<file path="src/rtl/lsu_pkg.sv">
// Shared types and constants for the load/store unit: memory opcodes, size field, FSM states.
package lsu_pkg;

   localparam int unsigned DATA_W = 32;
   localparam int unsigned OP_W   = 6;
   localparam int unsigned REG_W  = 5;

   localparam logic [OP_W-1:0] EXE_LB  = 6'b100000;
   localparam logic [OP_W-1:0] EXE_LH  = 6'b100001;
   localparam logic [OP_W-1:0] EXE_LW  = 6'b100011;
   localparam logic [OP_W-1:0] EXE_LBU = 6'b100100;
   localparam logic [OP_W-1:0] EXE_LHU = 6'b100101;
   localparam logic [OP_W-1:0] EXE_SB  = 6'b101000;
   localparam logic [OP_W-1:0] EXE_SH  = 6'b101001;
   localparam logic [OP_W-1:0] EXE_SW  = 6'b101011;

   localparam logic [1:0] SZ_BYTE = 2'b00;
   localparam logic [1:0] SZ_HALF = 2'b01;
   localparam logic [1:0] SZ_WORD = 2'b11;

   typedef enum logic [1:0] {
      LSU_IDLE = 2'd0,
      LSU_BUS  = 2'd1,
      LSU_DONE = 2'd2,
      LSU_ERR  = 2'd3
   } lsu_state_t;

   function automatic logic is_mem_op(input logic [OP_W-1:0] op);
      return (op == EXE_LB)  || (op == EXE_LH)  || (op == EXE_LW) ||
             (op == EXE_LBU) || (op == EXE_LHU) || (op == EXE_SB) ||
             (op == EXE_SH)  || (op == EXE_SW);
   endfunction

   function automatic logic misaligned(input logic [1:0] size, input logic [1:0] off);
      return ((size == SZ_HALF) && off[0]) || ((size == SZ_WORD) && (off != 2'b00));
   endfunction

endpackage

</file>
<file path="src/rtl/lsu_lane.sv">
// Byte-lane steering: store side produces write enables and replicated data,
// load side selects the addressed lane and sign/zero-extends it.
module lsu_lane
   import lsu_pkg::*;
(
   input  logic              store,
   input  logic              uns,
   input  logic [1:0]        size,
   input  logic [1:0]        off,
   input  logic [DATA_W-1:0] din,
   output logic [3:0]        wen,
   output logic [DATA_W-1:0] dout
);

   logic [7:0]  b;
   logic [15:0] h;

   always_comb begin
      case (off)
         2'd1:    b = din[15:8];
         2'd2:    b = din[23:16];
         2'd3:    b = din[31:24];
         default: b = din[7:0];
      endcase
      h    = off[1] ? din[31:16] : din[15:0];
      wen  = 4'b0000;
      dout = din;
      if (store) begin
         case (size)
            SZ_BYTE: begin
               wen  = 4'b0001 << off;
               dout = {4{din[7:0]}};
            end
            SZ_HALF: begin
               wen  = off[1] ? 4'b1100 : 4'b0011;
               dout = {2{din[15:0]}};
            end
            SZ_WORD: wen = 4'b1111;
            default: ;
         endcase
      end else begin
         case (size)
            SZ_BYTE: dout = {{24{b[7] & ~uns}}, b};
            SZ_HALF: dout = {{16{h[15] & ~uns}}, h};
            default: ;
         endcase
      end
   end

endmodule

</file>
<file path="src/rtl/lsu_ctrl.sv">
// Load/store unit: request latch, req/ack bus sequencing and load writeback.
// LSU_ALIGN_CHECK_EN enables the address-error path (adel/ades/badvaddr).
module lsu_ctrl
   import lsu_pkg::*;
#(
   parameter int unsigned ADDR_W = 32
) (
   input  logic              clk,
   input  logic              rst,
   input  logic              req_valid,
   output logic              req_ready,
   input  logic [OP_W-1:0]   req_op,
   input  logic [ADDR_W-1:0] req_addr,
   input  logic [DATA_W-1:0] req_wdata,
   input  logic [REG_W-1:0]  req_rd,
   output logic              mem_en,
   output logic [3:0]        mem_wen,
   output logic [ADDR_W-1:0] mem_addr,
   output logic [DATA_W-1:0] mem_wdata,
   input  logic [DATA_W-1:0] mem_rdata,
   input  logic              mem_ack,
   output logic              wb_valid,
   output logic [DATA_W-1:0] wb_data,
   output logic [REG_W-1:0]  wb_rd,
   output logic              st_done,
   output logic              adel,
   output logic              ades,
   output logic [ADDR_W-1:0] badvaddr
);

   lsu_state_t        state;
   logic              op_store;
   logic              op_uns;
   logic [1:0]        op_size;
   logic [1:0]        op_off;
   logic [REG_W-1:0]  rd_q;
   logic              accept;
   logic              bad_align;
   logic [3:0]        st_wen;
   logic [DATA_W-1:0] st_wdata;
   logic [3:0]        ld_wen_unused;
   logic [DATA_W-1:0] ld_data;

   assign accept = (state == LSU_IDLE) && req_valid && is_mem_op(req_op);

`ifdef LSU_ALIGN_CHECK_EN
   assign bad_align = misaligned(req_op[1:0], req_addr[1:0]);
`else
   assign bad_align = 1'b0;
`endif

   // Store lanes are formed from the live request so they can be registered at accept.
   lsu_lane u_st_lane (
      .store (req_op[3]),
      .uns   (req_op[2]),
      .size  (req_op[1:0]),
      .off   (req_addr[1:0]),
      .din   (req_wdata),
      .wen   (st_wen),
      .dout  (st_wdata)
   );

   // Load side never writes; its enables are left dangling.
   lsu_lane u_ld_lane (
      .store (1'b0),
      .uns   (op_uns),
      .size  (op_size),
      .off   (op_off),
      .din   (mem_rdata),
      .wen   (ld_wen_unused),
      .dout  (ld_data)
   );

   always_ff @(posedge clk) begin
      if (rst) begin
         state     <= LSU_IDLE;
         req_ready <= 1'b1;
         mem_en    <= 1'b0;
         mem_wen   <= 4'b0000;
         mem_addr  <= '0;
         mem_wdata <= '0;
         wb_valid  <= 1'b0;
         wb_data   <= '0;
         wb_rd     <= '0;
         st_done   <= 1'b0;
         op_store  <= 1'b0;
         op_uns    <= 1'b0;
         op_size   <= 2'b00;
         op_off    <= 2'b00;
         rd_q      <= '0;
      end else begin
         wb_valid <= 1'b0;
         st_done  <= 1'b0;
         case (state)
            LSU_IDLE: begin
               if (accept) begin
                  op_store  <= req_op[3];
                  op_uns    <= req_op[2];
                  op_size   <= req_op[1:0];
                  op_off    <= req_addr[1:0];
                  rd_q      <= req_rd;
                  req_ready <= 1'b0;
                  if (bad_align) begin
                     state <= LSU_ERR;
                  end else begin
                     state     <= LSU_BUS;
                     mem_en    <= 1'b1;
                     mem_addr  <= {req_addr[ADDR_W-1:2], 2'b00};
                     mem_wen   <= st_wen;
                     mem_wdata <= st_wdata;
                  end
               end
            end
            LSU_BUS: begin
               if (mem_ack) begin
                  state   <= LSU_DONE;
                  mem_en  <= 1'b0;
                  mem_wen <= 4'b0000;
                  if (op_store) begin
                     st_done <= 1'b1;
                  end else begin
                     wb_valid <= 1'b1;
                     wb_data  <= ld_data;
                     wb_rd    <= rd_q;
                  end
               end
            end
            LSU_DONE: begin
               state     <= LSU_IDLE;
               req_ready <= 1'b1;
            end
            default: begin
               state     <= LSU_IDLE;
               req_ready <= 1'b1;
            end
         endcase
      end
   end

`ifdef LSU_ALIGN_CHECK_EN
   // Error pulse is registered at accept so it lines up with the single ERR cycle.
   always_ff @(posedge clk) begin
      if (rst) begin
         adel     <= 1'b0;
         ades     <= 1'b0;
         badvaddr <= '0;
      end else begin
         adel <= accept && bad_align && !req_op[3];
         ades <= accept && bad_align && req_op[3];
         if (accept && bad_align) begin
            badvaddr <= req_addr;
         end
      end
   end
`else
   assign adel     = 1'b0;
   assign ades     = 1'b0;
   assign badvaddr = '0;
`endif

endmodule

</file>
<file path="config.mk">
export PLATFORM = sky130hd
export DESIGN_NAME = lsu_ctrl
export DESIGN_NICKNAME = d
export VERILOG_FILES = /design/src/rtl/lsu_pkg.sv /design/src/rtl/lsu_lane.sv /design/src/rtl/lsu_ctrl.sv
export SDC_FILE = /design/constraint.sdc
export NUM_CORES = 1
export LEC_CHECK = 0
export BUFFER_PORTS_ARGS = -buffer_cell sky130_fd_sc_hd__buf_4
export CAP_MARGIN = 15
export CORE_ASPECT_RATIO = 1.75
export CORE_MARGIN = 3
export CORE_UTILIZATION = 51
export DETAILED_ROUTE_END_ITERATION = 8
export PLACE_DENSITY = 0.81
export SYNTH_ARGS = -nofsm -noshare
export SYNTH_HDL_FRONTEND = slang
export SYNTH_HIERARCHICAL = 1
export SYNTH_SLANG_ARGS = --single-unit
export TNS_END_PERCENT = 20
</file>
<file path="constraint.sdc">
create_clock -name clk -period 2.1 [get_ports clk]
set_clock_uncertainty 0.05 [all_clocks]
set_input_delay 0.42 -clock clk [delete_from_list [all_inputs] [get_ports clk]]
set_output_delay 0.42 -clock clk [all_outputs]
set_load 0.005 [all_outputs]
</file>
* Yosys cells after proc, flatten, opt, wreduce, memory -nomap -nowiden
Index checks and enable logic that the tools add are counted.
** Storage, ports and cells
- Register bits :: 120
- Word-level logic and storage cells :: 88
** Cells by class
- Eq/ne operators :: 20
- Shift-type cells :: 1
- Mux-type cells :: 24
- Bitwise operators :: 9
- Reduce and logical (&&, ||, !) cells :: 19
** Operators with widths (number)
- case mux 32 bit (2 select lines) :: 3
- == test 6 bit (second input constant) :: 8
- case mux 8 bit (3 select lines) :: 2
- 2-to-1 mux 16 bit :: 2
- 2-to-1 mux 32 bit :: 1
- 2-to-1 mux 4 bit :: 4
- case mux 4 bit (3 select lines) :: 1
- == test 2 x 1 -> 1 bit (second input constant) :: 5
- == test 2 bit (second input constant) :: 5
- case mux 4 bit (2 select lines) :: 1
- logical OR 1 bit :: 7
- logical NOT 2 bit :: 3
- AND reduction 2 bit :: 3
- AND reduction 3 bit :: 2
- 2-to-1 mux 1 bit :: 5
- NOT 1 bit :: 5
- bitwise AND 1 bit :: 4
- 2-to-1 mux 2 bit :: 2
- inequality test 2 bit (second input constant) :: 2
- case mux 1 bit (2 select lines) :: 2
- case mux 2 bit (2 select lines) :: 1
- left shift 1 x 2 -> 4 bit (first input constant) :: 1
- OR reduction 3 bit :: 1
- logical AND 1 bit :: 2
- nonzero test 2 bit :: 1

* Depth between registers and ports, before layout
- Depth after elaboration :: 11
- Depth in mapped cells :: 8
- Gate-level depth less buffers :: 6

* Modules after synthesis
Netlist, hierarchy kept.
** By module, submodules not included
- lsu_ctrl :: instances 1, cells an instance 554, area each 5216.3 um^2, seq. area each 2402.3 um^2
- lsu_lane :: instances 2, cells an instance 151, area each 1057.3 um^2, seq. area each 0.0 um^2

* Least setup slack after synthesis
No wires, ideal clock.
- Path kind :: input to register
- From :: in req_addr[1]
- To :: reg mem_wdata[12]
- Setup time :: 0.072 ns
- Data arrival time :: 1.764 ns
- Slack :: 0.215 ns
- Stages :: 7
- Cells stage by stage :: buf_6 -> mux2i_1 -> or4_4 -> a211o_4 -> o2111ai_1 -> nand2b_1 -> mux2i_1
** On the way
- Cells in the longest elaborated chain, start to end :: 5
- Elaborated cells between the ends (all ways) :: 8
** Ends and longest elaborated chain
- start: declaration :: line lsu_ctrl.sv:13 : input logic [ADDR_W-1:0] req_addr,
- == test 2 bit or == test 2 x 1 -> 1 bit (tied branches) :: line lsu_lane.sv:19 : case (off)
- case mux 8 bit (3 select lines) :: line lsu_lane.sv:19
- bitwise AND 1 bit :: line lsu_lane.sv:43 : SZ_BYTE: dout = {{24{b[7] & ~uns}}, b};
- case mux 32 bit (2 select lines) * :: line lsu_lane.sv:42 : case (size)
- 2-to-1 mux 32 bit * :: line lsu_lane.sv:28 : if (store) begin
- via st_wdata[12] :: line lsu_ctrl.sv:40 : logic [DATA_W-1:0] st_wdata;
- end signal: assignment :: line lsu_ctrl.sv:110 : mem_wdata <= st_wdata;
- end: declaration :: line lsu_ctrl.sv:19 : output logic [DATA_W-1:0] mem_wdata,
Mark *: on every way through the listed nets, which the timed path passes. The rest lies on a longest branch.
A chain may end at the register's enable or synchronous reset.

* Worst setup path in the final report
- From :: reg op_size[0]
- To :: reg wb_data[10]
** On the way
- Cells in the longest elaborated chain, start to end :: 2
- Elaborated cells between the ends (all ways) :: 3
** Ends and longest elaborated chain
- start: declaration :: line lsu_ctrl.sv:34 : logic [1:0] op_size;
- start signal: assignment :: line lsu_ctrl.sv:99 : op_size <= req_op[1:0];
- == test 2 x 1 -> 1 bit or logical NOT 2 bit (tied branches) :: line lsu_lane.sv:42
- case mux 32 bit (2 select lines) * :: line lsu_lane.sv:42
- via ld_data[10] :: line lsu_ctrl.sv:42 : logic [DATA_W-1:0] ld_data;
- end signal: assignment :: line lsu_ctrl.sv:123 : wb_data <= ld_data;
- end: declaration :: line lsu_ctrl.sv:23 : output logic [DATA_W-1:0] wb_data,
Marked as above.

==> results.cfg <==
[setup_path]
slowest_stage = or4_4
path_class = flop to flop
critical-path-max-stage-delay_ns = 0.55
endpoint_kind = flop
crit-reg2reg-launch = op_size[0]
path_cells = buf_4, or4_4, a211o_4, o2111ai_1, nand2_1, a21oi_1
critPathBufInv = 1
arrival_ns = 2.24
critPathLaunch = op_size[0]
crit_family = compound AO/OA/AOI/OAI gates
startpoint_type = flop
critPathRequiredTime_ns = 2.39
critical_path_peak_fanout = 24

[floorplanning]
rows = 57
initial_core_util_pct = 52.4
dieWidth_um = 96.3
ios = 254
dieArea_um2 = 15800
coreArea_um2 = 13900
die-height_um = 164

[clock_tree]
cts_buffers = 17
clock_path_buffers = 2
clkTransAtPathRegs_ns = 0.06
clk_latency_ns = 0.40
cts_tree = built
root_buffer = clkbuf_16
clkSinkCount = 120
cts.repair.resized = 0
cts.htree.levels = 4

[routing]
drtIter0Drc = 401
top_layer = met4
dr_total_vias = 6891
route.met2.wl_um = 11300
postRouteAntennaNets = 0
dr_wl_met3_um = 1780
avgViaCountPerCell = 5.53
first_pass_iters = 5
route.detailed.drc = 0
wl_met1_um = 7540
avgRoutedWirePerCell_um = 17.7
routed_wl_um = 22000

[final_layout]
num_antenna_cells = 0
mostFrequentLayoutCell = buf_4
layoutNonFillerInstCount = 1245
fillerInstances = 1158
area_growth_syn_to_layout_pct = 32.1
multi_input_area_um2 = 4320
final_nets = 1166
drive_above_1_share_pct = 31.5
regArea_um2 = 2400
final_cell_mix = buf_4 (254), nand2b_1 (154), nand2_1 (128)

[power]
p_leak_nw = 3.94
powerDensity_nw_per_um2 = 674
ir_worst_vdd_uv = 518

[logic_synthesis]
yosys_warnings = 6
synthCells = 847
avgSynthCellArea_um2 = 8.60
syn_area_um2 = 7280

[global_routing]
grt_pass1_wl_um = 33200
grt_pass1_vias = 6641
grt_overflow = 0
grt_max_degree = 82
grt_usage_pct = 27.1
antenna_found_initial = 0

[timing]
finalHoldViolCount = 0
maxSlewViolCount = 0
worst_pin_slew_ns = 1.25
finalCritPeriodShare_pct = 93.3
setup_viol = 0
hold_ws_ns = 0.225
setup_tns_ns = 0
period_needed_ns = 1.96
rsz0062_at_grt = false
fmax_mhz = 511
maxSlewHeadroom_pct = 16.8

[hold_path]
hp-start = req_addr[6]
hp-class = input pin to flop

[placement]
port_buffers = 217
dp_hpwl_um = 16100
globalplace.congestion = 1.02
placed_cells = 1210

[job]
drv_cap = 0

[status]
status = finished, final reports clean
-- routing by layer --
layer,vias up,global-route usage [%]
met5,-,0
met4,0,18.1
met3,82,5.59
met2,360,46.5
met1,3174,29.2
li1,3275,-
-- state kept, by name, indices dropped and copies added (netlist names) --
register	cells
state	2
op_off	2
op_store	1
op_size	2
wb_valid	1
req_ready	1
wb_rd	5
wb_data	32
mem_wdata	32
mem_en	1
op_uns	1
rd_q	5
st_done	1
mem_addr	30
mem_wen	4
-- worst paths after layout --
kind | to | slack [ns] | cells past startpoint
max | wb_data[10] | 0.14 | 6
min | mem_addr[6] | 0.23 | 3
max reg2reg | wb_data[10] | 0.14 | 6
min reg2reg | wb_data[17] | 0.40 | 2
-- timing repair --
item / 4_1_cts / 5_1_grt
hold buffers: 0 / 0
buffers inserted: 0 / 2
setup endpoints to repair: 0 / 16
-- report_power, final --
part	switching, W	internal, W
combinational	0.000462	0.000486
sequential	0.0000234	0.00232
clock	0.00117	0.00203
-- metrics by stage --
stage / total power [W] / instance area, um2 / worst slack, ns / utilization [%]
3_3_place_gp: 0.00330 / 8960 / -0.0142 / 64.5
6_report: 0.00648 / 9630 / 0.142 / 69.2
5_1_grt: 0.00673 / 9630 / 0.0673 / 69.2
4_1_cts: 0.00652 / 9600 / 0.0169 / 69.1
2_1_floorplan: 0.00296 / 7420 / 0.215 / -
3_5_place_dp: 0.00331 / 8960 / -0.0185 / 64.5
-- cell type report --
type / instances / share of cell area [%]
multi-input combinational: 648 / 44.9
sequential: 120 / 25.0
timing repair buffer: 259 / 20.9
clock buffer: 18 / 4.46
tap: 177 / 2.30
clock inverter: 14 / 2.18
inverter: 9 / 0.351
-- tightest hold or removal path, delay by kind of cell --
family	cells	cell delay (ns)
buffers and inverters	1	0.11
muxes	1	0.06
and+or+nand+nor	1	0.05
Power figures use the tool's default switching activity.
